File: src/rtl/gate_share_pkg.sv
// ---------------------------------------------------------------------------
// gate_share_pkg : opcode and FSM state encodings for gate_share_arbiter.
// Revision 1.0
// ---------------------------------------------------------------------------
`default_nettype none

package gate_share_pkg;

  localparam logic [1:0] OP_AND = 2'b00;
  localparam logic [1:0] OP_OR  = 2'b01;
  localparam logic [1:0] OP_NOR = 2'b10;
  localparam logic [1:0] OP_XOR = 2'b11;

  typedef enum logic [1:0] {
    S_IDLE = 2'd0,
    S_EVAL = 2'd1,
    S_DONE = 2'd2
  } state_t;

endpackage

`default_nettype wire

File: src/rtl/gate_eval_unit.sv
// ---------------------------------------------------------------------------
// gate_eval_unit : combinational 2-input AND/OR/NOR/XOR evaluator.
// Revision 1.0
// ---------------------------------------------------------------------------
`default_nettype none

module gate_eval_unit
  import gate_share_pkg::*;
(
  input  logic       a,
  input  logic       b,
  input  logic [1:0] op,
  output logic       y
);

  always_comb begin
    y = 1'b0;
    case (op)
      OP_AND:  y = a & b;
      OP_OR:   y = a | b;
      OP_NOR:  y = ~(a | b);
      OP_XOR:  y = a ^ b;
      default: y = 1'b0;
    endcase
  end

endmodule

`default_nettype wire

File: src/rtl/gate_share_arbiter.sv
// ---------------------------------------------------------------------------
// gate_share_arbiter : round-robin sharing of one gate evaluator among N_REQ
// requesters. Optional GATE_SHARE_STATS_EN adds op_cnt/busy.  Revision 1.0
// ---------------------------------------------------------------------------
`default_nettype none

module gate_share_arbiter
  import gate_share_pkg::*;
#(
  parameter  int N_REQ = 4,
  localparam int ID_W  = (N_REQ > 1) ? $clog2(N_REQ) : 1
) (
  input  logic               clk,
  input  logic               rst_n,
  input  logic [N_REQ-1:0]   req,
  input  logic [N_REQ-1:0]   a,
  input  logic [N_REQ-1:0]   b,
  input  logic [2*N_REQ-1:0] op,
  output logic [N_REQ-1:0]   gnt,
  output logic               vld,
  output logic               y,
  output logic [ID_W-1:0]    id
`ifdef GATE_SHARE_STATS_EN
  ,
  output logic [15:0]        op_cnt,
  output logic               busy
`endif
);

  state_t            state_q, state_d;
  logic [N_REQ-1:0]  gnt_q, gnt_d;
  logic              vld_q, vld_d;
  logic              y_q, y_d;
  logic [ID_W-1:0]   id_q, id_d;
  logic [ID_W-1:0]   ptr_q, ptr_d;
  logic              a_q, a_d;
  logic              b_q, b_d;
  logic [1:0]        op_q, op_d;
  logic [ID_W-1:0]   winner;
  logic              eval_y;

  // Rotate so bit 0 is the pointer position, then take the lowest set bit.
  function automatic logic [ID_W-1:0] rr_pick(input logic [N_REQ-1:0] r,
                                               input logic [ID_W-1:0]  p);
    logic [N_REQ-1:0] rot;
    logic [ID_W-1:0]  w;
    logic             found;
    rot   = (r >> p) | (r << (N_REQ - int'(p)));
    w     = '0;
    found = 1'b0;
    for (int k = 0; k < N_REQ; k++) begin
      if (!found && rot[k]) begin
        w     = ID_W'((int'(p) + k) % N_REQ);
        found = 1'b1;
      end
    end
    return w;
  endfunction

  assign winner = rr_pick(req, ptr_q);

  gate_eval_unit u_eval (
    .a  (a_q),
    .b  (b_q),
    .op (op_q),
    .y  (eval_y)
  );

  always_comb begin
    state_d = state_q;
    gnt_d   = gnt_q;
    vld_d   = vld_q;
    y_d     = y_q;
    id_d    = id_q;
    ptr_d   = ptr_q;
    a_d     = a_q;
    b_d     = b_q;
    op_d    = op_q;
    case (state_q)
      S_IDLE: begin
        if (|req) begin
          a_d     = 1'(a >> winner);
          b_d     = 1'(b >> winner);
          op_d    = 2'(op >> {winner, 1'b0});
          gnt_d   = N_REQ'(1) << winner;
          id_d    = winner;
          state_d = S_EVAL;
        end
      end
      S_EVAL: begin
        y_d     = eval_y;
        gnt_d   = '0;
        vld_d   = 1'b1;
        state_d = S_DONE;
      end
      S_DONE: begin
        vld_d   = 1'b0;
        ptr_d   = ID_W'((int'(id_q) + 1) % N_REQ);
        state_d = S_IDLE;
      end
      default: begin
        gnt_d   = '0;
        vld_d   = 1'b0;
        state_d = S_IDLE;
      end
    endcase
  end

`ifdef GATE_SHARE_STATS_EN
  logic [15:0] op_cnt_q, op_cnt_d;

  always_comb begin
    op_cnt_d = op_cnt_q;
    if (state_q == S_DONE) op_cnt_d = op_cnt_q + 16'd1;
  end

  assign op_cnt = op_cnt_q;
  assign busy   = (state_q != S_IDLE);
`endif

  always_ff @(posedge clk) begin
    if (!rst_n) begin
      state_q  <= S_IDLE;
      gnt_q    <= '0;
      vld_q    <= 1'b0;
      y_q      <= 1'b0;
      id_q     <= '0;
      ptr_q    <= '0;
      a_q      <= 1'b0;
      b_q      <= 1'b0;
      op_q     <= 2'b00;
`ifdef GATE_SHARE_STATS_EN
      op_cnt_q <= 16'd0;
`endif
    end else begin
      state_q  <= state_d;
      gnt_q    <= gnt_d;
      vld_q    <= vld_d;
      y_q      <= y_d;
      id_q     <= id_d;
      ptr_q    <= ptr_d;
      a_q      <= a_d;
      b_q      <= b_d;
      op_q     <= op_d;
`ifdef GATE_SHARE_STATS_EN
      op_cnt_q <= op_cnt_d;
`endif
    end
  end

  assign gnt = gnt_q;
  assign vld = vld_q;
  assign y   = y_q;
  assign id  = id_q;

endmodule

`default_nettype wire

File: config.mk
export PLATFORM = sky130hd
export DESIGN_NAME = gate_share_arbiter
export DESIGN_NICKNAME = d
export VERILOG_FILES = /design/src/rtl/gate_share_pkg.sv /design/src/rtl/gate_eval_unit.sv /design/src/rtl/gate_share_arbiter.sv
export SDC_FILE = /design/constraint.sdc
export NUM_CORES = 1
export LEC_CHECK = 0
export ABC_AREA = 1
export BUFFER_PORTS_ARGS = -buffer_cell sky130_fd_sc_hd__buf_2
export CAP_MARGIN = 25
export CORE_MARGIN = 5
export CORE_UTILIZATION = 40
export DETAILED_ROUTE_END_ITERATION = 16
export GPL_TIMING_DRIVEN = 0
export SYNTH_ARGS = -nofsm -noshare
export SYNTH_HDL_FRONTEND = slang
export SYNTH_HIERARCHICAL = 1
export SYNTH_SLANG_ARGS = --single-unit
File: constraint.sdc
create_clock -name clk -period 5.83 [get_ports clk]
set_input_delay 1.166 -clock clk [delete_from_list [all_inputs] [get_ports clk]]
set_output_delay 1.166 -clock clk [all_outputs]
set_load 0.05 [all_outputs]
Word-level counts from Yosys, hierarchy flattened
Index checks and enable logic that the tools add are counted.
Word-level totals
  bits in registers: 16
Cells by class
  mux-type cells: 13
  add/sub/neg operators: 5
  reductions and logical operators: 11
  shift-type cells: 6
  equality and inequality tests: 6
  bitwise operators: 6
Operator list (number)
  $shl 4x32->4: 1
  $mux 2: 5
  $pmux 4 s2: 1
  $shr 4x2->1: 2
  $shr 8x3->2: 1
  $eq 2x2->1 const B: 3
  $add 2x1->2 const B: 2
  $add 2x2->2 const B: 2
  $eq 2x1->1 const B: 2
  $logic_not 2->1: 2
  $mux 4: 1
  $or 4x4->4: 1
  $pmux 1 s4: 1
  $pmux 2 s2: 1
  $reduce_and 2->1: 2
  $reduce_or 4->1: 1
  $shl 1x2->4 const A: 1
  $shr 4x2->4: 1
  $sub 3x2->4 const A: 1
  $logic_and 1x1->1: 3
  $logic_not 1->1: 3
  $mux 1: 3
  $ne 2x2->1 const B: 1
  $not 1->1: 2
  other kinds (4): 4

Longest topological paths before layout
Gate-level depths: netlist of run 1.
  depth in word-level cells: 16
  gate-level depth with buffers: 19
  depth with buffers taken out: 17

By module
The synthesis of run 1 kept the hierarchy.
By module, submodules not included
  gate_share_arbiter: area each 1092.3 µm², cells an instance 166, seq. area each 320.3 µm², instances 1
  gate_eval_unit: area each 73.8 µm², cells an instance 15, seq. area each 0.0 µm², instances 1

Least setup slack after synthesis of run 1
Ideal clock, no wire load.
  kind: input to register
  from: input port req[0]
  to: register a_q
  setup time: 0.109 ns
  data arrival time: 2.207 ns
  path slack: 3.515 ns
  stages: 15
  path buffers: 1
  path through: nand2_1 -> nand2_2 -> nand2_2 -> nand3_4 -> nor2_2 -> nand2_2 -> nand2_4 -> nand2_4 -> buf_8 -> nand2_2 -> nand2_1 -> nand2_1 -> nand3_1 -> nand2_1 -> inv_1
On the way
  longest elaborated chain between the ends: 13
Ends and longest elaborated chain
  start, declared: RTL line gate_share_arbiter.sv:15  | input logic [N_REQ-1:0] req,
  $shl 4x32->4 / $shr 4x2->4 (equally long branches): RTL line gate_share_arbiter.sv:48  | rot = (r >> p) | (r << (N_REQ - int'(p)));
  $or 4x4->4: RTL line gate_share_arbiter.sv:48
  $mux 1: RTL line gate_share_arbiter.sv:52  | if (!found && rot[k]) begin
  $logic_not 1->1: RTL line gate_share_arbiter.sv:52
  $logic_and 1x1->1: RTL line gate_share_arbiter.sv:52
  $mux 1: RTL line gate_share_arbiter.sv:52
  $logic_not 1->1: RTL line gate_share_arbiter.sv:52
  $logic_and 1x1->1: RTL line gate_share_arbiter.sv:52
  $mux 1: RTL line gate_share_arbiter.sv:52
  $logic_not 1->1: RTL line gate_share_arbiter.sv:52
  $logic_and 1x1->1: RTL line gate_share_arbiter.sv:52
  $mux 2: RTL line gate_share_arbiter.sv:52
  $shr 4x2->1: RTL line gate_share_arbiter.sv:82  | a_d = 1'(a >> winner);
  end signal, assigned: RTL line gate_share_arbiter.sv:129  | a_q <= 1'b0;
  end signal, assigned: RTL line gate_share_arbiter.sv:142  | a_q <= a_d;
  end, declared: RTL line gate_share_arbiter.sv:36  | logic a_q, a_d;
Parallel ways exist; a longest one is shown, timed or not.
A chain may end at the register's enable or synchronous reset.

Worst setup path after layout of run 1
  from: register ptr_q[0]
  to: register a_q
On the way
  longest elaborated chain between the ends: 14
Ends and longest elaborated chain
  start, declared: RTL line gate_share_arbiter.sv:35  | logic [ID_W-1:0] ptr_q, ptr_d;
  start signal, assigned: RTL line gate_share_arbiter.sv:141  | ptr_q <= ptr_d;
  $sub 3x2->4: RTL line gate_share_arbiter.sv:48
  $shl 4x32->4: RTL line gate_share_arbiter.sv:48
  $or 4x4->4: RTL line gate_share_arbiter.sv:48
  $mux 1: RTL line gate_share_arbiter.sv:52
  $logic_not 1->1: RTL line gate_share_arbiter.sv:52
  $logic_and 1x1->1: RTL line gate_share_arbiter.sv:52
  $mux 1: RTL line gate_share_arbiter.sv:52
  $logic_not 1->1: RTL line gate_share_arbiter.sv:52
  $logic_and 1x1->1: RTL line gate_share_arbiter.sv:52
  $mux 1: RTL line gate_share_arbiter.sv:52
  $logic_not 1->1: RTL line gate_share_arbiter.sv:52
  $logic_and 1x1->1: RTL line gate_share_arbiter.sv:52
  $mux 2 (*): RTL line gate_share_arbiter.sv:52
  $shr 4x2->1 (*): RTL line gate_share_arbiter.sv:82
Every way passes the cells marked *; elsewhere a longest branch is shown, timed or not.

==> results.py, run 1 <==
metrics = {
    "status": {
        "outcome": "finished clean",
    },
    "routing": {
        "routedWlPerCell_um": 10.36,
        "avgViaCountPerCell": 4.739,
        "drt_iter0_drc": 60,
        "wl_mm": 2.538,
        "num_vias": 1161,
        "first_pass_iters": 4,
        "drc": 0,
        "detail-route-antenna-nets": 0,
    },
    "layout": {
        "multi_input_area_um2": 719.4,
        "nNetsFinal": 240,
        "drive_above_1_share": 0.3131,
        "register_area_um2": 320.3,
        "area_growth_pct": 18.88,
        "antennaDiodeCount": 0,
        "final_core_util": 0.4984,
        "final_cell_area_um2": 1386,
        "fill_cells": 288,
    },
    "sta": {
        "grt_setup_unrepaired": "no",
        "worst_pin_slew_ns": 0.4047,
        "fin_crit_ns": 2.336,
        "slew_viol_final": 0,
        "slew_headroom": 0.7267,
        "tns_ns": 0,
        "timing_hold_violations_final": 0,
        "fin_crit_sh": 0.4008,
        "setup_violations": 0,
        "skew_ns": 0.001309,
        "fmax_ghz": 0.4280,
    },
    "yosys": {
        "netlist_area_um2": 1166,
        "yosys-top-cells-area": "dfxtp_1 27%, nand2_1 14%, nand3_1 9.4%, nand2_2 8.0%, nor2_1 7.7%",
        "yosysWarningCount": 6,
        "synthCells": 181,
        "synthAdderAreaFrac": 0.03219,
        "synth_top_area_frac": 0.2747,
        "synth_xor_area_frac": 0.007511,
        "synth_seq_cells": 16,
        "ys_seq_area_frac": 0.2747,
        "synth_mux_area_frac": 0,
        "synth_top_family_by_area": "simple AND/OR/NAND/NOR gates",
        "avgSynthCellArea_um2": 6.443,
        "synthSimpleGateAreaFrac": 0.4936,
        "synthesis.nets": 206,
        "yosys.area.top_type": "dfxtp_1",
        "synth_compound_area_frac": 0.08369,
        "yosysUniqueCellTypes": 24,
    },
    "clock_network": {
        "cts_max_level": 1,
        "hold_buffers": 0,
        "cts_setup_buffers": 0,
        "cts_made_buffers": 3,
        "clock_sinks": 16,
        "cts-root-buf": "clkbuf_4",
        "cts_tree": "built",
        "cts.clk_slew.worst_paths_ns": 0.09,
        "cts_resized": 0,
        "ctsLongestPathBuffers": 2,
        "insertion_delay_ns": 0.29,
    },
    "placement": {
        "dpl.hpwl_mm": 2.088,
        "gp_congestion": 0.8124,
        "dpl_cell_area_um2": 1350,
        "io_buffers": 29,
    },
    "power": {
        "peakVddDrop_mv": 0.2193,
        "p_leak_nw": 0.7224,
        "powerDensity_nw_per_um2": 270.5,
    },
    "setup_path": {
        "end_kind": "register",
        "worst_ep_required_time_ns": 6.03,
        "cp.arrival_ns": 2.53,
        "worstSetupPathType": "register to register",
        "crit_fanout": 10,
        "cp-start-kind": "register",
    },
    "grt": {
        "antenna_found_initial": 0,
        "grt_usage": 0.1337,
        "grt_overflow": 0,
        "grt_pass1_wl_mm": 4.574,
        "grt_max_degree": 11,
        "grt_pass1_vias": 1079,
    },
    "floorplan": {
        "core_um2": 2781,
        "die_area_um2": 4095,
        "die_x_um": 64.00,
        "pin_count": 30,
        "die_h_um": 64.00,
        "fp-row-count": 19,
        "initial_core_util": 0.4193,
    },
    "min_path": {
        "hold_path.class": "register to register",
    },
    "flow_run": {
        "maxCapViolations": 0,
    },
}
## registers in the layout (all words and copies together) (netlist names)
| register | cells |
|---|---|
| a_q | 1 |
| b_q | 1 |
| gnt | 4 |
| id | 2 |
| op_q | 2 |
| ptr_q | 2 |
| state_q | 2 |
| vld | 1 |
| y | 1 |
## Yosys cell counts, drive strengths merged
cell and count:
xnor2 1, nand2 62, a21oi 8, nor2 28, ha 3, dfxtp 16, inv 24, o41ai 1
nand3 25, o21ai 9, nand3b 1, buf 3
## cells in the final DEF (no fill, tap or decap), drive strengths merged
cell type	Yosys	routed
nand2	62	62
buf	3	32
nor2	28	28
nand3	25	25
inv	24	24
dfxtp	16	16
o21ai	9	9
a21oi	8	8
clkbuf	0	4
ha	3	3
nand3b	1	1
o41ai	1	1
xnor2	1	1
## per-stage QoR
stage | worst slack, ns | hold slack, ns | power (mW) | cells
floorplan | 3.515 | 0.4827 | 0.2681 | 181
global placement | 3.224 | 0.4446 | 0.3025 | 241
detailed placement | 3.190 | 0.4483 | 0.3061 | 241
CTS | 3.475 | 0.4701 | 0.3801 | 245
global route | 3.251 | 0.4910 | 0.4072 | 245
finish | 3.494 | 0.4657 | 0.3750 | 245
## critical path: stages (launching register included)
cell and delay [ns]:
dfxtp_1 0.33, buf_6 0.15, inv_6 0.06, ha_1 0.36, nor2_2 0.19, inv_1 0.08, a21oi_1 0.11, nor2_1 0.06
nor2_1 0.12, nand2_2 0.10, nand2_4 0.13, nand2_4 0.07, buf_8 0.14, nand2_2 0.05, nand2_1 0.05, nand2_1 0.05
nand3_1 0.08, nand2_1 0.07, inv_1 0.03
## path summary, 6_finish.rpt
check                end  slack, ns      from  cells past startpoint
hold reg to reg   gnt[1]       0.47    gnt[1]                      2
hold / removal    gnt[1]       0.47    gnt[1]                      2
setup reg to reg     a_q       3.49  ptr_q[0]                     18
setup / recovery     a_q       3.49  ptr_q[0]                     18
## cells by family after synthesis
logic type | count (synthesis)
simple gates | 116
buf+inv | 27
compound gates | 18
flops | 16
fa+ha+maj | 3
xor+xnor | 1
## where the power goes
part | total (mW) | internal (mW) | switching [mW]
Sequential | 0.134 | 0.123 | 0.0104
Clock | 0.0731 | 0.0380 | 0.0350
Combinational | 0.168 | 0.0580 | 0.110
Total | 0.375 | 0.219 | 0.156
## final cells by class
class                           count  area share
Inverter                           24     0.06859
Buffer                              3     0.02256
Tap cell                           31     0.02798
Clock buffer                        4     0.02617
Sequential cell                    16      0.2310
Multi-Input combinational cell    138      0.5190
Timing Repair Buffer               29      0.1047
## layer usage
layer,share of wire,global-route usage
met1,0.46,0.1730
met2,0.46,0.2161
met3,0.077,0.05254
met4,0,0.01558
met5,0,0
No activity file was read; power rests on OpenSTA's default activity.
==> inputs of run 2 (changes only) <==
--- a/config.mk
+++ b/config.mk
@@ -5,7 +5,7 @@
 export SDC_FILE = /design/constraint.sdc
 export NUM_CORES = 1
 export LEC_CHECK = 0
-export ABC_AREA = 1
+export ABC_AREA = 0
 export BUFFER_PORTS_ARGS = -buffer_cell sky130_fd_sc_hd__buf_2
 export CAP_MARGIN = 25
 export CORE_MARGIN = 5
==> constraint.sdc (replaced) <==
create_clock -name clk -period 2.4 [get_ports clk]
set_input_delay 0.48 -clock clk [delete_from_list [all_inputs] [get_ports clk]]
set_output_delay 0.48 -clock clk [all_outputs]
set_load 0.05 [all_outputs]
==> run 2 against run 1 <==
Net effect:
- the flow now finishes with violations (negative setup slack)
- routed wire length up 6.2%
- sequential cell count stayed put
- cell area rose by 12%
- worst hold slack lost 0.015 ns
- clock-buffer cell count stayed put
- fmax decreased by 6.7%
- register-to-register slack got worse by 3.6 ns
- synthesized cell count is 35% lower
==> results.py, run 2 <==
metrics = {
    "yosys": {
        "ys_seq_area_frac": 0.2919,
        "synth_seq_cells": 16,
        "yosys-top-cells-area": "dfxtp_1 29%, mux2i_1 11%, o211a_1 4.6%, ha_1 3.4%, o221ai_1 3.2%",
        "yosysUniqueCellTypes": 48,
        "synth_top_area_frac": 0.2919,
        "yosysMostFrequentCell": "dfxtp_1",
        "ys.flop_type": "dfxtp_1",
        "synth_commonest_cells": "16 x dfxtp_1, 12 x mux2i_1, 8 x nand2_1",
        "ys_async_sr_fraction": 0,
        "synthCells": 117,
        "synthesis.nets": 142,
        "avgSynthCellArea_um2": 9.379,
        "yosysWarningCount": 6,
        "netlist_area_um2": 1097,
        "synth_edf_count": 0,
        "yosys.area.top_type": "dfxtp_1",
    },
    "layout": {
        "final_common_cell": "buf_2",
        "final_cell_area_um2": 1550,
        "final_cell_mix": "29 x buf_2, 14 x dfxtp_1, 14 x buf_4, 11 x mux2i_1",
        "antennaDiodeCount": 0,
        "largest_reg_flops": 4,
        "fill_cells": 247,
        "drive_above_1_share": 0.4601,
        "nNetsFinal": 189,
        "area_growth_pct": 41.28,
        "final_core_util": 0.5771,
    },
    "setup_path": {
        "cp_slowest_stage_delay_ns": 0.41,
        "cp_num_buf_inv": 3,
        "worstSetupPathType": "register to register",
        "worst_ep_required_time_ns": 2.57,
        "crit_fanout": 5,
        "r2r_slack_ns": -0.10,
        "cp.arrival_ns": 2.68,
        "cp-start-kind": "register",
        "crit_slowest_cell": "or3b_4",
        "cp_top_family": "simple AND/OR/NAND/NOR gates",
        "worstPathCellList": "inv_6, ha_4, or3b_4, and3_4, o32ai_4, a2bb2oi_4, nor2_4, buf_12, buf_12, mux2i_1, o221ai_1",
        "crit_top_cell": "buf_12",
        "end_kind": "register",
    },
    "routing": {
        "drt_iter0_drc": 28,
        "avgViaCountPerCell": 5.392,
        "first_pass_iters": 5,
        "drc": 0,
        "num_vias": 1046,
        "routedWlPerCell_um": 13.89,
        "detail-route-antenna-nets": 0,
        "wl_mm": 2.695,
    },
    "sta": {
        "fin_ws_ns": -0.1047,
        "fmax_ghz": 0.3993,
        "slew_headroom": 0.4786,
        "slew_viol_final": 0,
        "fin_crit_sh": 1.044,
        "grt_setup_unrepaired": "yes",
        "fin_crit_ns": 2.505,
        "setup_violations": 4,
        "skew_ns": 0.001384,
        "worst_pin_slew_ns": 0.7737,
        "timing_hold_violations_final": 0,
        "holdWs_ns": 0.4508,
    },
    "floorplan": {
        "initial_core_util": 0.4085,
        "fp-row-count": 19,
        "core_um2": 2686,
        "die_h_um": 62.38,
        "pin_count": 30,
        "die_x_um": 62.38,
        "die_area_um2": 3891,
    },
    "power": {
        "powerDensity_nw_per_um2": 640.8,
        "switching_share": 0.3662,
        "power.switching_uw": 363.8,
        "peakVddDrop_mv": 0.5743,
        "pwr-share-clk": 0.182,
        "internal_power_uw": 629.5,
        "p_leak_nw": 0.7104,
        "combPwrFrac": 0.486,
        "seqPwrFrac": 0.332,
    },
    "placement": {
        "dpl.hpwl_mm": 1.904,
        "dpl_cell_area_um2": 1304,
        "gp_congestion": 0.8707,
        "io_buffers": 29,
        "dp_slack_ns": -0.2493,
    },
    "status": {
        "outcome": "finished with violations",
        "violations": "negative setup slack",
    },
    "clock_network": {
        "cts_tree": "built",
        "cts_made_buffers": 3,
        "cts.clk_slew.worst_paths_ns": 0.09,
        "clock_sinks": 16,
        "ctsLongestPathBuffers": 2,
        "insertion_delay_ns": 0.29,
        "cts-root-buf": "clkbuf_4",
        "cts_max_level": 1,
    },
    "grt": {
        "globalRouteMet1Util": 0.1956,
        "grt_overflow": 0,
        "grt_usage": 0.1466,
        "antenna_found_initial": 0,
        "use_met2": 0.2319,
        "grt_pass1_vias": 1050,
        "grt_pass1_wl_mm": 4.774,
        "top_usage_layer": "met2",
        "met3_usage": 0.03957,
        "grt_max_degree": 11,
    },
    "min_path": {
        "hold_path.class": "register to register",
    },
    "flow_run": {
        "maxCapViolations": 0,
    },
}
-- run 2: per-layer routing --
| metal | wire length [um] | vias to the layer above |
|---|---|---|
| met3 | 129 | 6 |
| met1 | 1239 | 487 |
| met4 | 41 | 0 |
| li1 | - | 530 |
| met2 | 1285 | 23 |
| met5 | 0 | - |
-- run 2: kinds of logic (layout without fill, tap and decap cells) --
family / Yosys count / in the layout / synth area share
adder cells (fa/ha/maj): 3 / 3 / 0.03421
AND/OR/NAND/NOR: 42 / 42 / 0.2269
flip-flops: 16 / 16 / 0.2919
multiplexers: 12 / 12 / 0.1095
XOR/XNOR: 1 / 1 / 0.007983
AO/OA/AOI/OAI: 32 / 32 / 0.2634
buffers and inverters: 11 / 57 / 0.06613
-- run 2: through the flow --
stage / setup TNS [ns] / power [mW] / cells
CTS: -0.2042 / 0.9922 / 191
global placement: -1.175 / 0.7049 / 177
floorplan: -0.1817 / 0.6299 / 117
detailed placement: -1.281 / 0.7136 / 177
finish: -0.3488 / 0.9933 / 194
global route: -0.8564 / 1.063 / 194
-- run 2: power by group through the flow --
| stage | sequential, mW | clock, mW | combinational (mW) |
|---|---|---|---|
| floorplan | 0.383 | 0 | 0.247 |
| global placement | 0.334 | 0 | 0.371 |
| detailed placement | 0.335 | 0 | 0.379 |
| CTS | 0.328 | 0.185 | 0.479 |
| global route | 0.336 | 0.203 | 0.525 |
| finish | 0.330 | 0.180 | 0.483 |
-- run 2: final timing paths --
path / to / startpoint / cells after the start
worst max register to register: a_q / ptr_q[1] / 11
worst max-delay path: a_q / ptr_q[1] / 11
worst min register to register: gnt[3] / gnt[3] / 2
worst min-delay path: gnt[3] / gnt[3] / 2
-- run 2: layout make-up --
class / instances / area, um^2 / area share
inverter: 6 / 32.53 / 0.02098
timing repair buffer: 45 / 281.5 / 0.1816
buffer: 2 / 23.77 / 0.01533
multi-input combinational: 90 / 809.5 / 0.5222
sequential: 16 / 327.8 / 0.2115
clock buffer: 4 / 36.28 / 0.02341
tap: 31 / 38.79 / 0.02502
-- run 2: timing repair --
item | in CTS | in global routing
pin swaps | 9 | 13
gates resized for setup | 13 | 11
cloned | 1 | 0
setup buffers | 10 | 6
endpoints found under the setup margin | 8 | 8
hold buffers | 0 | 0
endpoints found under the hold margin | 0 | 0
-- run 2: tightest hold or removal path: cells and delay by family (launching register included) --
family,cells,cell delay (ns)
flip-flops,1,0.32
AND/OR/NAND/NOR,1,0.05
AO/OA/AOI/OAI,1,0.05
